[src/rtl/nibble_adder_pkg.sv]
// Shared definitions for the nibble-serial adder: slice width, default size, FSM encoding.
package nibble_adder_pkg;

  localparam int NIBBLE_W        = 4;
  localparam int NIBBLES_DEFAULT = 4;

  typedef logic [1:0] state_t;

  localparam state_t ST_IDLE = 2'd0;
  localparam state_t ST_ADD  = 2'd1;
  localparam state_t ST_DONE = 2'd2;

endpackage

[src/rtl/four_bit_adder.sv]
// Combinational 4-bit adder with carry in/out; zero latency.
// No flow control: output follows inputs.
module four_bit_adder (
  input  logic [3:0] a,
  input  logic [3:0] b,
  input  logic       c_in,
  output logic [3:0] y,
  output logic       c_out
);

  assign {c_out, y} = {1'b0, a} + {1'b0, b} + {4'b0000, c_in};

endmodule

[src/rtl/nibble_serial_adder.sv]
// Adds two W-bit operands one nibble per cycle through a single 4-bit adder; result NIBBLES cycles after acceptance.
// Valid/ready on both sides: no new request while busy or while a result waits for done_ready.
module nibble_serial_adder
  import nibble_adder_pkg::*;
#(
  parameter int NIBBLES = NIBBLES_DEFAULT
) (
  input  logic                      clk,
  input  logic                      reset,
  input  logic                      start_valid,
  output logic                      start_ready,
  input  logic [NIBBLE_W*NIBBLES-1:0] a,
  input  logic [NIBBLE_W*NIBBLES-1:0] b,
  input  logic                      c_in,
  output logic                      done_valid,
  input  logic                      done_ready,
  output logic [NIBBLE_W*NIBBLES-1:0] y,
  output logic                      c_out,
  output logic                      busy
);

  localparam int W     = NIBBLE_W * NIBBLES;
  localparam int IDX_W = (NIBBLES > 1) ? $clog2(NIBBLES) : 1;
  localparam logic [IDX_W-1:0] LAST_IDX = IDX_W'(NIBBLES - 1);

  state_t             state_q, state_d;
  logic [IDX_W-1:0]   idx_q, idx_d;
  logic               carry_q, carry_d;
  logic [W-1:0]       a_q, a_d;
  logic [W-1:0]       b_q, b_d;
  logic [W-1:0]       y_q, y_d;
  logic               c_out_q, c_out_d;

  logic [NIBBLE_W-1:0] nib_a, nib_b, nib_sum;
  logic                nib_cout;

  assign nib_a = a_q[idx_q*NIBBLE_W +: NIBBLE_W];
  assign nib_b = b_q[idx_q*NIBBLE_W +: NIBBLE_W];

  four_bit_adder u_adder (
    .a     (nib_a),
    .b     (nib_b),
    .c_in  (carry_q),
    .y     (nib_sum),
    .c_out (nib_cout)
  );

  always_comb begin
    state_d = state_q;
    idx_d   = idx_q;
    carry_d = carry_q;
    a_d     = a_q;
    b_d     = b_q;
    y_d     = y_q;
    c_out_d = c_out_q;
    case (state_q)
      ST_IDLE: begin
        if (start_valid) begin
          a_d     = a;
          b_d     = b;
          carry_d = c_in;
          idx_d   = '0;
          y_d     = '0;
          state_d = ST_ADD;
        end
      end
      ST_ADD: begin
        y_d[idx_q*NIBBLE_W +: NIBBLE_W] = nib_sum;
        carry_d = nib_cout;
        idx_d   = idx_q + 1'b1;
        if (idx_q == LAST_IDX) begin
          c_out_d = nib_cout;
          idx_d   = '0;
          state_d = ST_DONE;
        end
      end
      ST_DONE: begin
        // start_valid is deliberately ignored here, even alongside done_ready
        if (done_ready) begin
          state_d = ST_IDLE;
        end
      end
      default: state_d = ST_IDLE;
    endcase
  end

  always_ff @(posedge clk or posedge reset) begin
    if (reset) begin
      state_q <= ST_IDLE;
      idx_q   <= '0;
      carry_q <= 1'b0;
      a_q     <= '0;
      b_q     <= '0;
      y_q     <= '0;
      c_out_q <= 1'b0;
    end else begin
      state_q <= state_d;
      idx_q   <= idx_d;
      carry_q <= carry_d;
      a_q     <= a_d;
      b_q     <= b_d;
      y_q     <= y_d;
      c_out_q <= c_out_d;
    end
  end

  assign start_ready = (state_q == ST_IDLE);
  assign busy        = (state_q == ST_ADD);
  assign done_valid  = (state_q == ST_DONE);
  assign y           = y_q;
  assign c_out       = c_out_q;

endmodule

[config.mk]
export PLATFORM = sky130hd
export DESIGN_NAME = nibble_serial_adder
export DESIGN_NICKNAME = d
export VERILOG_FILES = /design/src/rtl/nibble_adder_pkg.sv /design/src/rtl/four_bit_adder.sv /design/src/rtl/nibble_serial_adder.sv
export SDC_FILE = /design/constraint.sdc
export NUM_CORES = 1
export LEC_CHECK = 0
export ABC_AREA = 1
export CAP_MARGIN = 0
export CORE_AREA = 2 2 75 77
export CTS_BUF_LIST = sky130_fd_sc_hd__clkbuf_16
export DETAILED_ROUTE_END_ITERATION = 8
export DIE_AREA = 0 0 77 79
export PLACE_DENSITY_LB_ADDON = 0.2
export SKIP_LAST_GASP = 1
export SYNTH_ARGS = -nofsm -noshare
export SYNTH_HDL_FRONTEND = slang
export SYNTH_HIERARCHICAL = 1
export SYNTH_SLANG_ARGS = --single-unit
[constraint.sdc]
create_clock -name clk -period 5.4 [get_ports clk]
set_clock_uncertainty 0.15 [all_clocks]
set_input_delay 0.81 -clock clk [delete_from_list [all_inputs] [get_ports clk]]
set_output_delay 0.81 -clock clk [all_outputs]
set_load 0.05 [all_outputs]
==> results of run 1 <==
## worst paths after layout
path | startpoint | endpoint | slack [ps] | depth (start not counted)
max | idx_q[0]$_DFFE_PP0P_ | y[13]$_DFFE_PP0P_ | 2220 | 12
min | b_q[0]$_DFFE_PP0P_ | b_q[0]$_DFFE_PP0P_ | 330 | 2
max reg2reg | idx_q[0]$_DFFE_PP0P_ | y[13]$_DFFE_PP0P_ | 2220 | 12
min reg2reg | b_q[0]$_DFFE_PP0P_ | b_q[0]$_DFFE_PP0P_ | 330 | 2
max in group asynchronous | reset | b_q[11]$_DFFE_PP0P_ | 3450 | 2
min in group asynchronous | reset | state_q[1]$_DFFE_PP0P_ | 980 | 2
## cell usage in the layout (no fill, tap or decap)
master           Yosys  routed
clkinv_1             1       1
buf_4                1       1
inv_1               26      27
nor2_2               1       1
o211ai_1             8       8
clkbuf_16            0       5
clkdlybuf4s50_1      0      56
nor2_1              26      26
o21ai_0             11      11
nand3_1             59      59
nand2_1            127     127
o22ai_1              1       1
nand4_1              4       4
nand2_2              1       1
inv_2                1       2
a21oi_1              2       2
nor2_8               1       1
ha_1                 9       9
xnor2_1              1       1
dfrtp_1             54      54
o21ai_1              1       1
fa_1                 2       2
## power groups by stage
stage / Sequential, mW / Clock, mW / Combinational, mW
5_1_grt: 0.730 / 0.316 / 1.42
3_3_place_gp: 0.710 / 0 / 1.22
4_1_cts: 0.709 / 0.300 / 1.26
2_1_floorplan: 0.796 / 0 / 0.865
3_5_place_dp: 0.715 / 0 / 1.25
6_report: 0.709 / 0.293 / 1.26
## critical path: cells and delay by family, from the launching register on
| family | cells | cell delay [ps] |
|---|---|---|
| buf+inv | 3 | 870 |
| flops | 1 | 550 |
| compound gates | 1 | 130 |
| fa+ha+maj | 2 | 850 |
| simple gates | 6 | 560 |
## stage by stage
stage	total power [mW]	setup slack, ps	hold WS (ps)
after floorplan	1.661	2944	286.6
after global placement	1.929	2343	306.9
after detailed placement	1.967	2264	311.0
after CTS	2.266	2234	326.7
after global routing	2.468	1893	343.6
final	2.258	2220	326.8
## sequential cells by signal (all words and copies together) (netlist names)
register,count
a_q,16
b_q,16
y,16
idx_q,2
state_q,2
c_out,1
carry_q,1
## cell families after synthesis
group	Yosys count
AO/OA/AOI/OAI	23
flip-flops	54
buffers and inverters	46
adder cells (fa/ha/maj)	11
AND/OR/NAND/NOR	219
XOR/XNOR	1
## area by class of cell
| class | count | share of cell area [%] |
|---|---|---|
| tap | 72 | 2.595 |
| inverter | 28 | 3.027 |
| sequential | 54 | 38.92 |
| timing repair buffer | 57 | 16.36 |
| clock buffer | 5 | 3.604 |
| multi-input combinational | 254 | 35.28 |
| clock inverter | 2 | 0.2162 |
## layer usage
| layer | vias to the layer above | global-route usage (%) | wire (um) | share of wire [%] |
|---|---|---|---|---|
| li1 | 1220 | - | - | - |
| met2 | 48 | 38.25 | 3081 | 53 |
| met3 | 2 | 2.727 | 164 | 2.8 |
| met1 | 1103 | 24.94 | 2526 | 44 |
| met5 | - | 0 | 0 | 0 |
| met4 | 0 | 4.821 | 24 | 0.41 |
==> results.ini, run 1 <==
[yosys]
synth_compound_area_share_pct=4.905
synthDominantAreaCellType=dfrtp_1
synth_fp_nets=402
yosys.area_share.simple_pct=33.35
yosysSeqAreaShare_pct=48.60
yosys-top-cells-count=127 x nand2_1, 59 x nand3_1, 54 x dfrtp_1
muxShareOfSynthArea_pct=0
yosys.area_share.adder_pct=5.491
ys.flop_type=dfrtp_1
synth.most_common_cell=nand2_1
postSynthAreaPerCell_um2=7.854
synth_warnings=6
netlist_area_mm2=0.002780
netlist.area_leader.share_pct=48.60
total_of_flip_flops_plus_latches_after_synthesis=54
postSynth.asyncResetShare_pct=100.0
synth_cell_types=23
synth.area.top_cells=dfrtp_1 49%, nand2_1 17%, nand3_1 11%
synth-xor-area-share_pct=0.3150
synthCells=354
largest_family_of_logic_cells_by_synthesized_area=simple AND/OR/NAND/NOR gates
count_of_flip_flops_with_a_built_in_enable_after_synthesis=0

[timing]
max_slew_margin_pct=26.83
unrepaired_setup_endpoints_after_global_routing=false
hold_viol_final=0
min_period_over_period_pct=58.88
finalCriticalPeriod_ps=3180
report.final.setup_viol=0
fin_tns_setup_ps=0
worstMarginPinSlew_ps=1096
timing_max_transition_violations_final=0
clock.fmax_mhz=314.5

[global_route]
first_global_vias=2230
grt_max_degree=55
global_route.overflow_total=0
number_of_antenna_violations_at_the_first_check_in_global_routing=0
wire_length_of_the_first_global_routing_pass_mm=9.963
gr-usage-all-layers_pct=20.37

[floorplanning]
die_h_um=79
fp.dieW_um=77
core-area_mm2=0.005338
rows=27
fp.dieArea_mm2=0.006083
initial_utilization_pct=52.09
design.portCount=57

[power_and_ir_drop]
p_int_mw=1.176
power.leakage_nw=1.804
proportion_of_power_drawn_by_the_clock_network_pct=13.0
vdd.ir_drop.worst_mv=0.3068
power.share.combinational_pct=55.6
power.share.sequential_pct=31.4
sw_frac_of_total_pct=47.92
switching_power_total_mw=1.082
power-per-cell-area_mw_per_mm2=650.4

[clock_network]
clkSlewWorstSetupHoldPaths_ps=60
insertion_delay_ps=280
postCtsSetupBuffers=0
clock_tree.buffer_depth=2
cts_resized=0
ctsHtreeMaxLevel=2
ctsHoldBuffers=0
cts_tree=done
clkSinkCount=54
cts_inserted_buffers=5
cts_root_buf=clkbuf_16

[critical_path]
critical_path.endpoint_type=flop
timing.critical_path.mode_cell=nand2_1
worstSetupStartpointType=flop
critPathArrivalTime_ps=3240
crit_path_max_fanout=32
cp_slowest_stage_delay_ps=700
worst_path_max_delay_cell=inv_1
setup.worst_path.class=flop to flop
cell_by_cell_listing_of_the_critical_path=inv_1 > nand2_1 > o211ai_1 > nand2_1 > fa_1 > inv_1 > fa_1 > inv_1 > nand2_1 > nor2_1 > nand2_1 > nand2_1
crit_required_ps=5460

[job]
max_cap_viol_count=0

[layout]
antenna_cells=0
final_design_area_no_fill_mm2=0.003472
postLayoutCoreUtil_pct=65.05
regArea_mm2=0.001351
n_fill_cell=523
flow.area_growth_from_synthesis_pct=24.89
multi_input_comb_area_mm2=0.001225
final_standard_cell_count_with_taps_included_and_fillers_excluded=472
finalNetCount=448
post_route_cells_drive_above_1_share_pct=2.750

[detailed_routing]
num_vias=2373
final_ant_viol_nets=0
routed_wire_per_std_cell_um=12.28
drt_iter0_drc=136
wl_mm=5.797
first_pass_iters=4
detail_route.drc_violations=0
vias_per_cell=5.028

[placement]
gpl.final_weighted_congestion=0.8740
port-buffer-count=56
dp.cells=465
place_hpwl_mm=4.143
placed_cell_area_mm2=0.003339

[outcome]
run_status=completed

[hold_path]
worst_hold_path_class=flop to flop

Note: power is estimated with default switching activity, not from simulation.
==> run 2: changes to the inputs <==
Settings changed: CORE_AREA 2 2 75 77 to 2 2 77 79, DIE_AREA 0 0 77 79 to 0 0 79 81.
Clock period 5.4 ns to 3.1 ns, I/O delays scaled along.
==> results.ini, run 2 (same netlist as run 1, synthesis figures left out) <==
[outcome]
run_status=completed

[power_and_ir_drop]
totalPowerFinal_mw=4.023  ; +78%
vdd.ir_drop.worst_mv=0.5759  ; +88%
power-per-cell-area_mw_per_mm2=1135  ; +75%
power.leakage_nw=1.835  ; +1.7%

[floorplanning]
core-area_mm2=0.005675  ; +6.3%
fp.dieArea_mm2=0.006399  ; +5.2%
design.portCount=57  ; unchanged
die_h_um=81  ; +2.5%
rows=28  ; +3.7%
fp.dieW_um=79  ; +2.6%
initial_utilization_pct=48.99  ; -3.1 points

[layout]
finalNetCount=455  ; +1.6%
n_fill_cell=525  ; +0.38%
antenna_cells=0  ; unchanged
post_route_cells_drive_above_1_share_pct=4.412  ; +1.7 points
layout.cells.most_common_list=127 x nand2_1, 59 x nand3_1, 56 x clkdlybuf4s50_1
flow.area_growth_from_synthesis_pct=27.50
most_common_cell_after_layout_fill_and_taps_aside=nand2_1

[clock_network]
cts_inserted_buffers=5  ; unchanged
insertion_delay_ps=280  ; about the same
ctsHtreeMaxLevel=2  ; unchanged
clock_tree.buffer_depth=2  ; unchanged
cts_root_buf=clkbuf_16
postCtsSetupBuffers=0  ; unchanged
cts_tree=done
cts_resized=0  ; unchanged
clkSinkCount=54  ; unchanged
ctsHoldBuffers=0  ; unchanged
clkSlewWorstSetupHoldPaths_ps=70  ; about the same

[critical_path]
setup.worst_path.class=flop to output port
critical_path.endpoint_type=output port
crit_required_ps=2480  ; -2980 ps
critPathArrivalTime_ps=2180  ; -1060 ps
crit_path_max_fanout=10  ; -69%
worstSetupStartpointType=flop

[global_route]
grt_max_degree=55  ; unchanged
wire_length_of_the_first_global_routing_pass_mm=10.49  ; +5.3%
global_route.overflow_total=0  ; unchanged
gr-usage-all-layers_pct=20.73  ; +0.37 points
first_global_vias=2377  ; +6.6%
number_of_antenna_violations_at_the_first_check_in_global_routing=0  ; unchanged

[timing]
worstMarginPinSlew_ps=514.0  ; -581.9 ps
fin_tns_setup_ps=0  ; unchanged
clock.fmax_mhz=357.3
report.final.setup_viol=0  ; unchanged
finalCriticalPeriod_ps=2799
unrepaired_setup_endpoints_after_global_routing=false
hold_viol_final=0  ; unchanged
max_slew_margin_pct=65.69  ; +39 points
timing_max_transition_violations_final=0  ; unchanged
min_period_over_period_pct=90.27

[detailed_routing]
num_vias=2450  ; +3.2%
detail_route.drc_violations=0  ; unchanged
wl_mm=6.100  ; +5.2%
drt_iter0_drc=193  ; +42%
final_ant_viol_nets=0  ; unchanged
routed_wire_per_std_cell_um=12.63  ; +2.8%
vias_per_cell=5.072  ; +0.89%
first_pass_iters=4  ; unchanged

[job]
max_cap_viol_count=0  ; unchanged

[placement]
port-buffer-count=56  ; unchanged
place_hpwl_mm=4.469  ; +7.9%
gpl.final_weighted_congestion=0.8779  ; +0.45%

[hold_path]
worst_hold_path_class=flop to flop

run 2: cell type report:
| cell class | instances | area [um2] | share of cell area, % |
|---|---|---|---|
| timing repair buffer | 64 | 633.1 | 17.86 |
| multi-input combinational | 254 | 1225 | 34.56 |
| clock inverter | 3 | 11.26 | 0.3177 |
| sequential | 54 | 1351 | 38.12 |
| tap | 75 | 93.84 | 2.647 |
| clock buffer | 5 | 125.1 | 3.530 |
| inverter | 28 | 105.1 | 2.965 |
run 2: path summary, 6_finish.rpt:
path | slack (ps) | start | endpoint | cells past startpoint
worst max-delay path | 300 | state_q[0]$_DFFE_PP0P_ | busy | 3
min in group asynchronous | 390 | reset | y[11]$_DFFE_PP0P_ | 3
worst min-delay path | 320 | b_q[6]$_DFFE_PP0P_ | b_q[6]$_DFFE_PP0P_ | 2
worst min register to register | 320 | b_q[6]$_DFFE_PP0P_ | b_q[6]$_DFFE_PP0P_ | 2
worst max register to register | 430 | idx_q[0]$_DFFE_PP0P_ | y[13]$_DFFE_PP0P_ | 12
max in group asynchronous | 2150 | reset | a_q[6]$_DFFE_PP0P_ | 3
run 2: power breakdown:
group,internal (mW),total (mW),switching [mW]
sequential,1.00,1.21,0.205
combinational,0.799,2.29,1.49
clock,0.291,0.522,0.231
total,2.09,4.02,1.93
run 2: metal layers:
layer  up-vias  global-route usage, %  part of all wire (%)
li1       1236                      -                     -
met1      1149                  24.78                    44
met2        51                  37.54                    51
met3        14                  3.444                   3.1
met4         0                  7.931                   2.3
met5         -                      0                     0
run 2: worst max-delay path, cell delays in order (launching register included):
cell and delay, ps:
dfrtp_1 630, inv_1 100, nor2_2 300, clkdlybuf4s50_1 870
run 2: per-stage QoR:
stage	util [%]	worst slack, ps	hold slack, ps	instance area, um2	instances
after global placement	60.05	542.2	306.4	3408	475
after global routing	62.46	126.7	348.1	3545	483
after floorplan	-	644.4	286.6	2780	354
after CTS	62.46	310.5	327.4	3545	483
final	62.46	301.5	323.7	3545	483
after detailed placement	60.05	455.4	311.2	3408	475
